File: config.mk
export PLATFORM = sky130hd
export DESIGN_NAME = result_streamer
export DESIGN_NICKNAME = d
export VERILOG_FILES = /design/src/rtl/result_streamer_pkg.sv /design/src/rtl/stream_skid_fifo.sv /design/src/rtl/result_streamer.sv
export SDC_FILE = /design/constraint.sdc
export NUM_CORES = 1
export LEC_CHECK = 0
export CORE_MARGIN = 2
export CORE_UTILIZATION = 25
export DETAILED_ROUTE_END_ITERATION = 8
export GPL_ROUTABILITY_DRIVEN = 0
export PLACE_DENSITY_LB_ADDON = 0.15
export SYNTH_ARGS = -nofsm -noshare
export SYNTH_HDL_FRONTEND = slang
export SYNTH_HIERARCHICAL = 1
export SYNTH_SLANG_ARGS = --single-unit
File: constraint.sdc
create_clock -name clk -period 2.65 [get_ports clk]
set_clock_uncertainty 0.05 [all_clocks]
set_input_delay 0.3975 -clock clk [delete_from_list [all_inputs] [get_ports clk]]
set_output_delay 0.3975 -clock clk [all_outputs]
set_load 0.01 [all_outputs]
File: src/rtl/result_streamer_pkg.sv
// Shared definitions for result_streamer: FSM state encoding and stream data width.
package result_streamer_pkg;

   localparam int AXIS_DATA_W = 32;

   typedef enum logic [1:0] {
      ST_IDLE   = 2'd0,
      ST_STREAM = 2'd1,
      ST_DONE   = 2'd2
   } state_e;

endpackage

File: src/rtl/stream_skid_fifo.sv
// Two-entry ordered buffer that absorbs downstream backpressure in result_streamer.
// Entry 0 is always the head; flush empties the buffer without touching the data.
module stream_skid_fifo #(
   parameter int width = 8
) (
   input  logic             clk,
   input  logic             resetn,
   input  logic             flush,
   input  logic             push,
   input  logic             pop,
   input  logic [width-1:0] din,
   output logic [width-1:0] head,
   output logic [1:0]       occ
);

   logic [width-1:0] ent0_r;
   logic [width-1:0] ent1_r;
   logic [1:0]       occ_r;

   // Storage and occupancy update; pops shift entry 1 toward the head.
   always_ff @(posedge clk or negedge resetn) begin
      if (!resetn) begin
         ent0_r <= {width{1'b0}};
         ent1_r <= {width{1'b0}};
         occ_r  <= 2'd0;
      end else if (flush) begin
         occ_r  <= 2'd0;
      end else begin
         case ({push, pop})
            2'b11: begin
               if (occ_r == 2'd2) begin
                  ent0_r <= ent1_r;
                  ent1_r <= din;
               end else begin
                  ent0_r <= din;
               end
            end
            2'b10: begin
               if (occ_r == 2'd0) begin
                  ent0_r <= din;
                  occ_r  <= 2'd1;
               end else if (occ_r == 2'd1) begin
                  ent1_r <= din;
                  occ_r  <= 2'd2;
               end else begin
                  occ_r  <= occ_r;
               end
            end
            2'b01: begin
               if (occ_r != 2'd0) begin
                  ent0_r <= ent1_r;
                  occ_r  <= occ_r - 2'd1;
               end else begin
                  occ_r  <= occ_r;
               end
            end
            default: begin
               occ_r <= occ_r;
            end
         endcase
      end
   end

   assign head = ent0_r;
   assign occ  = occ_r;

endmodule

File: src/rtl/result_streamer.sv
// Streams the result RAM out as an AXI4-Stream master, one beat per cycle when unstalled.
// Build option: RESULT_STREAMER_SIGN_EXT_EN sign-extends TDATA instead of zero-extending it.
module result_streamer
   import result_streamer_pkg::*;
#(
   parameter int width      = 8,
   parameter int depth_bits = 7,
   parameter int NUM_WORDS  = 128
) (
   input  logic                   clk,
   input  logic                   resetn,
   input  logic                   Start,
   output logic                   Done,
   output logic                   RES_read_en,
   output logic [depth_bits-1:0]  RES_read_address,
   input  logic [width-1:0]       RES_read_data_out,
   output logic                   M_AXIS_TVALID,
   input  logic                   M_AXIS_TREADY,
   output logic [AXIS_DATA_W-1:0] M_AXIS_TDATA,
   output logic                   M_AXIS_TLAST
);

   localparam int                    CNT_W      = depth_bits + 1;
   localparam logic [CNT_W-1:0]      WORDS_C    = CNT_W'(NUM_WORDS);
   localparam logic [depth_bits-1:0] LAST_IDX_C = depth_bits'(NUM_WORDS - 1);

   state_e                state_r;
   state_e                state_s;
   logic [CNT_W-1:0]      rd_addr_r;
   logic [depth_bits-1:0] out_idx_r;
   logic                  inflight_r;

   logic [1:0]            occ_s;
   logic [width-1:0]      head_s;
   logic [2:0]            pending_s;
   logic                  streaming_s;
   logic                  done_s;
   logic                  issue_s;
   logic                  pop_s;
   logic                  tvalid_s;
   logic                  tlast_s;
   logic                  flush_s;
   logic                  clear_s;

   // FSM state register.
   always_ff @(posedge clk or negedge resetn) begin
      if (!resetn) begin
         state_r <= ST_IDLE;
      end else begin
         state_r <= state_s;
      end
   end

   // FSM next state; dropping Start returns to IDLE from anywhere.
   always_comb begin
      state_s = state_r;
      case (state_r)
         ST_IDLE: begin
            if (Start) state_s = ST_STREAM;
            else       state_s = ST_IDLE;
         end
         ST_STREAM: begin
            if (!Start)                          state_s = ST_IDLE;
            else if (pop_s && tlast_s)           state_s = ST_DONE;
            else                                 state_s = ST_STREAM;
         end
         ST_DONE: begin
            if (!Start) state_s = ST_IDLE;
            else        state_s = ST_DONE;
         end
         default: begin
            state_s = ST_IDLE;
         end
      endcase
   end

   // FSM output decode.
   always_comb begin
      streaming_s = 1'b0;
      done_s      = 1'b0;
      case (state_r)
         ST_STREAM: streaming_s = 1'b1;
         ST_DONE:   done_s      = 1'b1;
         default: begin
            streaming_s = 1'b0;
            done_s      = 1'b0;
         end
      endcase
   end

   assign tvalid_s  = (occ_s != 2'd0);
   assign tlast_s   = tvalid_s && (out_idx_r == LAST_IDX_C);
   assign pop_s     = tvalid_s && M_AXIS_TREADY;
   assign flush_s   = (state_r != ST_IDLE) && !Start;
   assign clear_s   = (state_s == ST_IDLE);

   // A read is only issued if its data is guaranteed a buffer slot on arrival.
   assign pending_s = {1'b0, occ_s} + {2'b00, inflight_r};
   assign issue_s   = streaming_s && (rd_addr_r < WORDS_C) &&
                      (pending_s < (3'd2 + {2'b00, pop_s}));

   // Read and beat counters plus the in-flight read flag.
   always_ff @(posedge clk or negedge resetn) begin
      if (!resetn) begin
         rd_addr_r  <= {CNT_W{1'b0}};
         out_idx_r  <= {depth_bits{1'b0}};
         inflight_r <= 1'b0;
      end else if (clear_s) begin
         rd_addr_r  <= {CNT_W{1'b0}};
         out_idx_r  <= {depth_bits{1'b0}};
         inflight_r <= 1'b0;
      end else begin
         inflight_r <= issue_s;
         if (issue_s) begin
            rd_addr_r <= rd_addr_r + CNT_W'(1'b1);
         end else begin
            rd_addr_r <= rd_addr_r;
         end
         if (pop_s && (out_idx_r != LAST_IDX_C)) begin
            out_idx_r <= out_idx_r + depth_bits'(1'b1);
         end else begin
            out_idx_r <= out_idx_r;
         end
      end
   end

   stream_skid_fifo #(
      .width (width)
   ) u_fifo (
      .clk    (clk),
      .resetn (resetn),
      .flush  (flush_s),
      .push   (inflight_r),
      .pop    (pop_s),
      .din    (RES_read_data_out),
      .head   (head_s),
      .occ    (occ_s)
   );

   assign Done             = done_s;
   assign RES_read_en      = issue_s;
   assign RES_read_address = rd_addr_r[depth_bits-1:0];
   assign M_AXIS_TVALID    = tvalid_s;
   assign M_AXIS_TLAST     = tlast_s;

`ifdef RESULT_STREAMER_SIGN_EXT_EN
   assign M_AXIS_TDATA = {{(AXIS_DATA_W - width){head_s[width-1]}}, head_s};
`else
   assign M_AXIS_TDATA = {{(AXIS_DATA_W - width){1'b0}}, head_s};
`endif

endmodule

==> results.json, run 1 <==
{
  "fin_crit_sh_pct": 93.3,
  "path_delay_family": "simple AND/OR/NAND/NOR gates",
  "path_class": "register to primary output",
  "drv_slew": 0,
  "power_density_mw_per_mm2": 829,
  "synth_edf_count": 0,
  "register_area_um2": 901,
  "place_hpwl_mm": 3.79,
  "power_frac_clock_pct": 15.8,
  "cpPeakStageDelay_ps": 540,
  "synth_flop_cell": "dfrtp_1",
  "arrival_ps": 2030,
  "vdd_ir_drop_max_v": 0.000306,
  "grt_pass1_vias": 1654,
  "ys_async_sr_fraction_pct": 100,
  "syn_area_mm2": 0.00239,
  "grt_pass1_wl_mm": 8.52,
  "tritoncts": "built",
  "io_buffer_count": 30,
  "viasPerCell": 4.24,
  "tightest_slew_ps": 888,
  "ant_nets": 0,
  "clock.fmax_mhz": 404,
  "start_util_pct": 25.8,
  "seq_power_share_pct": 34.1,
  "hp-class": "input port to async pin",
  "required_ps": 2200,
  "p_comb_share_pct": 50.1,
  "antenna_found_initial": 0,
  "ys_warn_count": 6,
  "fin_nets": 296,
  "gr-total-overflow": 0,
  "swShare_pct": 36.2,
  "cts_hold_buf": 0,
  "critPathSlowestCell": "or4b_4",
  "wirelength_mm": 5.13,
  "cpMostUsedCell": "ha_1",
  "n_fill_cell": 962,
  "areaGrowthSynthToFinish_pct": 20.1,
  "multi_input_area_mm2": 0.00127,
  "num_antenna_cells": 0,
  "grt_setup_unrepaired": "no",
  "critPathBufInv": 1,
  "syn-instance-count": 231,
  "htreeDepth": 2,
  "ys_types": 46,
  "outcome": "finished, final reports clean",
  "drive_gt1_share_pct": 17.0,
  "final.setup.tns_ps": 0,
  "max_slew_margin_pct": 40.8,
  "worstPathMaxFanout": 6,
  "track_usage_pct": 10.6,
  "post_cts_buffers": 0,
  "internal_power_mw": 1.52,
  "cts-root-buf": "clkbuf_8",
  "cp-end-kind": "primary output",
  "clk_pin_slew_ps": 70,
  "fp.coreArea_mm2": 0.00924,
  "finalSetupViolations": 0,
  "p_sw_uw": 860,
  "wl_per_cell_um": 12.9,
  "ys_ff_latch": 36,
  "grt_max_degree": 37,
  "drt-initial-drc-count": 52,
  "postSynthAreaPerCell_um2": 10.3,
  "leakage_nw": 1.21,
  "cts-buffers-inserted": 5,
  "first_pass_iters": 4,
  "io_pins": 55,
  "period_needed_ps": 2470,
  "vias": 1692,
  "dieArea_mm2": 0.0104,
  "die-width_um": 102,
  "cp-start-kind": "register",
  "ctsLongestPathBuffers": 2,
  "cts.sink_count": 36,
  "crit_chain": "ha_1 -> ha_1 -> or4b_4 -> nor2_1 -> dlygate4sd2_1",
  "post-route-drc-count": 0,
  "hold_violations": 0,
  "die_h_um": 102,
  "maxCapViolations": 0,
  "clkLatencyLatePin_ps": 290,
  "ys_seq_area_share_pct": 37.7,
  "std_cell_rows": 35,
  "utilization_pct": 31.0
}
[metal layers]
metal	GRT usage, %	vias up	part of all wire, %
li1	-	849	-
met1	14.8	805	50
met2	16.2	32	45
met3	1.66	6	2.8
met4	4.05	0	1.7
met5	0	-	0
[flip-flops by register name, indices dropped and copies added, names as in the netlist]
register       flops
state_r            2
out_idx_r          7
u_fifo/ent1_r      8
rd_addr_r          8
u_fifo/occ         2
u_fifo/head        8
inflight_r         1
[final cells by class]
class / instances / share of cell area (%)
clock buffers: 6 / 2.53
multi-input cells: 174 / 44.5
inverters: 7 / 0.916
clock inverters: 1 / 0.175
flip-flops and latches: 36 / 31.4
well taps: 129 / 5.63
repair buffers: 46 / 14.9
[path summary, 6_finish.rpt]
check,startpoint,end,slack (ps),depth (start not counted)
setup / recovery,inflight_r,RES_read_en,180,5
hold / removal,resetn,rd_addr_r[4],170,1
setup reg to reg,u_fifo/occ[0],u_fifo/occ[0],360,8
hold reg to reg,u_fifo/head[3],u_fifo/head[3],450,1
max in group asynchronous,resetn,u_fifo/head[3],1810,1
min in group clk,u_fifo/head[3],u_fifo/head[3],450,1
[power by group through the flow]
stage               Clock (mW)  Combinational [mW]  Sequential, mW
CTS                      0.398                1.21           0.812
global route             0.424                1.33           0.838
floorplan                    0               0.759           0.839
detailed placement           0                1.21           0.824
finish                   0.375                1.19           0.811
global placement             0                1.20           0.824
[kinds of logic (layout without fill, tap and decap cells)]
| family | count (synthesis) | count (layout) | synth area share [%] |
|---|---|---|---|
| simple gates | 59 | 59 | 14.6 |
| buf+inv | 44 | 60 | 12.5 |
| compound gates | 41 | 41 | 11.6 |
| flops | 36 | 36 | 37.7 |
| mux | 35 | 35 | 15.7 |
| fa+ha+maj | 14 | 14 | 7.33 |
| other cells | 1 | 24 | 0.157 |
| xor+xnor | 1 | 1 | 0.367 |
[synthesized netlist by cell type (2+ instances only)]
cell | number | area, µm²
dfrtp_1 | 36 | 901
buf_4 | 33 | 248
mux2i_1 | 17 | 170
mux2_2 | 16 | 180
ha_1 | 14 | 175
nor2_1 | 14 | 52.6
a21oi_1 | 11 | 55.1
nand2_1 | 9 | 33.8
o21ai_0 | 8 | 40.0
a22oi_1 | 7 | 52.6
inv_1 | 7 | 26.3
and2_1 | 4 | 25.0
nand3_1 | 4 | 20.0
nand4_1 | 4 | 25.0
o31ai_1 | 4 | 30.0
or3_1 | 4 | 25.0
or4_1 | 4 | 30.0
buf_2 | 2 | 10.0
nand2b_1 | 2 | 12.5
nor2b_1 | 2 | 12.5
nor3_1 | 2 | 10.0
nor4b_1 | 2 | 17.5
o31a_1 | 2 | 17.5
[per-stage QoR]
stage / setup slack, ps / hold WS (ps) / cells / cell area, µm² / power (mW)
2_1_floorplan: 313 / 51.9 / 254 / 2470 / 1.60
3_3_place_gp: 155 / 434 / 392 / 2790 / 2.03
3_5_place_dp: 101 / 443 / 392 / 2790 / 2.03
4_1_cts: 143 / 215 / 399 / 2870 / 2.42
5_1_grt: 60.8 / 262 / 399 / 2870 / 2.59
6_report: 177 / 175 / 399 / 2870 / 2.38
[timing repair]
item	4_1_cts	5_1_grt
endpoints found under the setup margin	1	0
endpoints found under the hold margin	0	0
gates resized for setup	1	0
[layout by cell type (no fill, tap or decap), types with 2 or more instances in the layout]
| cell type | Yosys | layout |
|---|---|---|
| o21ai_0 | 8 | 8 |
| nor3_1 | 2 | 2 |
| buf_4 | 33 | 15 |
| nor4b_1 | 2 | 2 |
| mux2_2 | 16 | 16 |
| and2_1 | 4 | 4 |
| or3_1 | 4 | 4 |
| o31ai_1 | 4 | 4 |
| a22oi_1 | 7 | 7 |
| dfrtp_1 | 36 | 36 |
| nand2_1 | 9 | 9 |
| nand2b_1 | 2 | 2 |
| inv_1 | 7 | 7 |
| mux2i_1 | 17 | 17 |
| clkbuf_8 | 0 | 5 |
| nand3_1 | 4 | 4 |
| conb_1 | 1 | 24 |
| nor2_1 | 14 | 14 |
| a21oi_1 | 11 | 11 |
| nand4_1 | 4 | 4 |
| clkdlybuf4s50_1 | 0 | 28 |
| o31a_1 | 2 | 2 |
| or4_1 | 4 | 4 |
| nor2b_1 | 2 | 2 |
| ha_1 | 14 | 14 |
No activity file was read; power rests on OpenSTA's default activity.
==> inputs of run 2 (changes only) <==
--- a/config.mk
+++ b/config.mk
@@ -8,7 +8,6 @@
 export CORE_MARGIN = 2
 export CORE_UTILIZATION = 25
 export DETAILED_ROUTE_END_ITERATION = 8
-export GPL_ROUTABILITY_DRIVEN = 0
 export PLACE_DENSITY_LB_ADDON = 0.15
 export SYNTH_ARGS = -nofsm -noshare
 export SYNTH_HDL_FRONTEND = slang
==> results of run 2 <==
No change in the layout: final DEF, timing and power equal those of run 1.
==> inputs of run 3 (changes only) <==
--- a/config.mk
+++ b/config.mk
@@ -5,8 +5,8 @@
 export SDC_FILE = /design/constraint.sdc
 export NUM_CORES = 1
 export LEC_CHECK = 0
-export CORE_MARGIN = 2
 export CORE_UTILIZATION = 25
+export CTS_CLUSTER_SIZE = 28
 export DETAILED_ROUTE_END_ITERATION = 8
 export PLACE_DENSITY_LB_ADDON = 0.15
 export SYNTH_ARGS = -nofsm -noshare
==> results.json, run 3 (same netlist as run 1, synthesis figures left out) <==
{
  "drv_slew": 0,
  "p_comb_share_pct": 46.9,
  "grt_max_degree": 37,
  "cts_hold_buf": 0,
  "wl_per_cell_um": 12.6,
  "std_cell_rows": 35,
  "die_h_um": 99.7,
  "vias": 1738,
  "htreeDepth": 2,
  "place_hpwl_mm": 3.71,
  "fp.coreArea_mm2": 0.00924,
  "power_frac_clock_pct": 21.0,
  "tightest_slew_ps": 969,
  "grt_pass1_wl_mm": 8.48,
  "utilization_pct": 31.6,
  "vdd_ir_drop_max_v": 0.000326,
  "ctsLongestPathBuffers": 2,
  "leakage_nw": 1.24,
  "fin_crit_sh_pct": 94.6,
  "tritoncts": "built",
  "max_slew_margin_pct": 35.4,
  "drive_gt1_share_pct": 17.7,
  "wirelength_mm": 5.03,
  "dieArea_mm2": 0.00995,
  "antenna_found_initial": 0,
  "clock.fmax_mhz": 399,
  "swShare_pct": 34.4,
  "grt_setup_unrepaired": "no",
  "outcome": "finished, final reports clean",
  "layout_commonest_cell": "dfrtp_1",
  "post_cts_buffers": 0,
  "arrival_ps": 2060,
  "layout_common_cells": "dfrtp_1, clkdlybuf4s50_1, conb_1",
  "track_usage_pct": 11.0,
  "grt_pass1_vias": 1661,
  "first_pass_iters": 4,
  "gp_congestion": 0.752,
  "cts.sink_count": 36,
  "post-route-drc-count": 0,
  "final.setup.tns_ps": 0,
  "finalSetupViolations": 0,
  "cts-root-buf": "clkbuf_8",
  "worstPathMaxFanout": 6,
  "io_pins": 55,
  "clkLatencyLatePin_ps": 290,
  "hold_violations": 0,
  "maxCapViolations": 0,
  "cp-end-kind": "primary output",
  "cp-start-kind": "register",
  "hp-class": "input port to async pin",
  "power_density_mw_per_mm2": 869,
  "num_antenna_cells": 0,
  "p_sw_uw": 871,
  "internal_power_mw": 1.66,
  "viasPerCell": 4.35,
  "gr-total-overflow": 0,
  "path_class": "register to primary output",
  "ant_nets": 0,
  "required_ps": 2200,
  "die-width_um": 99.7,
  "ctsResizeCount": 1,
  "areaGrowthSynthToFinish_pct": 22.1,
  "cts-buffers-inserted": 5,
  "io_buffer_count": 30,
  "fin_nets": 296,
  "seq_power_share_pct": 32.1,
  "drt-initial-drc-count": 47,
  "start_util_pct": 25.8,
  "period_needed_ps": 2510,
  "clk_pin_slew_ps": 80
}
==> run 3: power by group through the flow <==
stage	sequential, mW	combinational [mW]	clock, mW
finish	0.812	1.19	0.533
global route	0.841	1.32	0.580
CTS	0.815	1.20	0.557
detailed placement	0.825	1.20	0
global placement	0.824	1.20	0
floorplan	0.839	0.759	0
==> run 3: final timing paths <==
check	from	to	slack [ps]	depth (start not counted)
worst max-delay path	inflight_r	RES_read_en	140	5
worst min-delay path	resetn	u_fifo/head[4]	210	1
worst max register to register	u_fifo/occ[0]	u_fifo/occ[0]	340	8
worst min register to register	u_fifo/head[4]	u_fifo/head[4]	460	1
max in group asynchronous	resetn	state_r[0]	1750	1
min in group clk	u_fifo/head[4]	u_fifo/head[4]	460	1
==> run 3: layout make-up <==
type                       instances  area, µm²
fill                             954       6320
multi-input combinational        174       1270
sequential                        36        901
timing repair buffer              46        427
tap                              129        161
clock buffer                       7       96.3
clock inverter                     1       30.0
inverter                           7       26.3
==> run 3: worst max-delay path, stage by stage, from the launching register on <==
cell and delay, ps:
dfrtp_1 390, ha_1 200, ha_1 220, or4b_4 540
nor2_1 150, dlygate4sd2_1 280
==> run 3: metrics by stage <==
stage          setup WS, ps  power [mW]  area, µm²  hold WS [ps]  std cells
3_5_place_dp            109        2.02       2790           449        392
6_report                143        2.53       2920           207        400
3_3_place_gp            158        2.02       2790           444        392
5_1_grt                43.4        2.74       2920           300        400
4_1_cts                 120        2.57       2920           244        400
2_1_floorplan           313        1.60       2470          51.9        254
==> run 3: metal layers <==
layer  track usage (%)  vias up  wire length [µm]
met5                 0        -                 0
met4              3.73        0                63
met3              2.11        5               125
met2              16.7       30              2230
met1              15.4      847              2610
li1                  -      856                 -
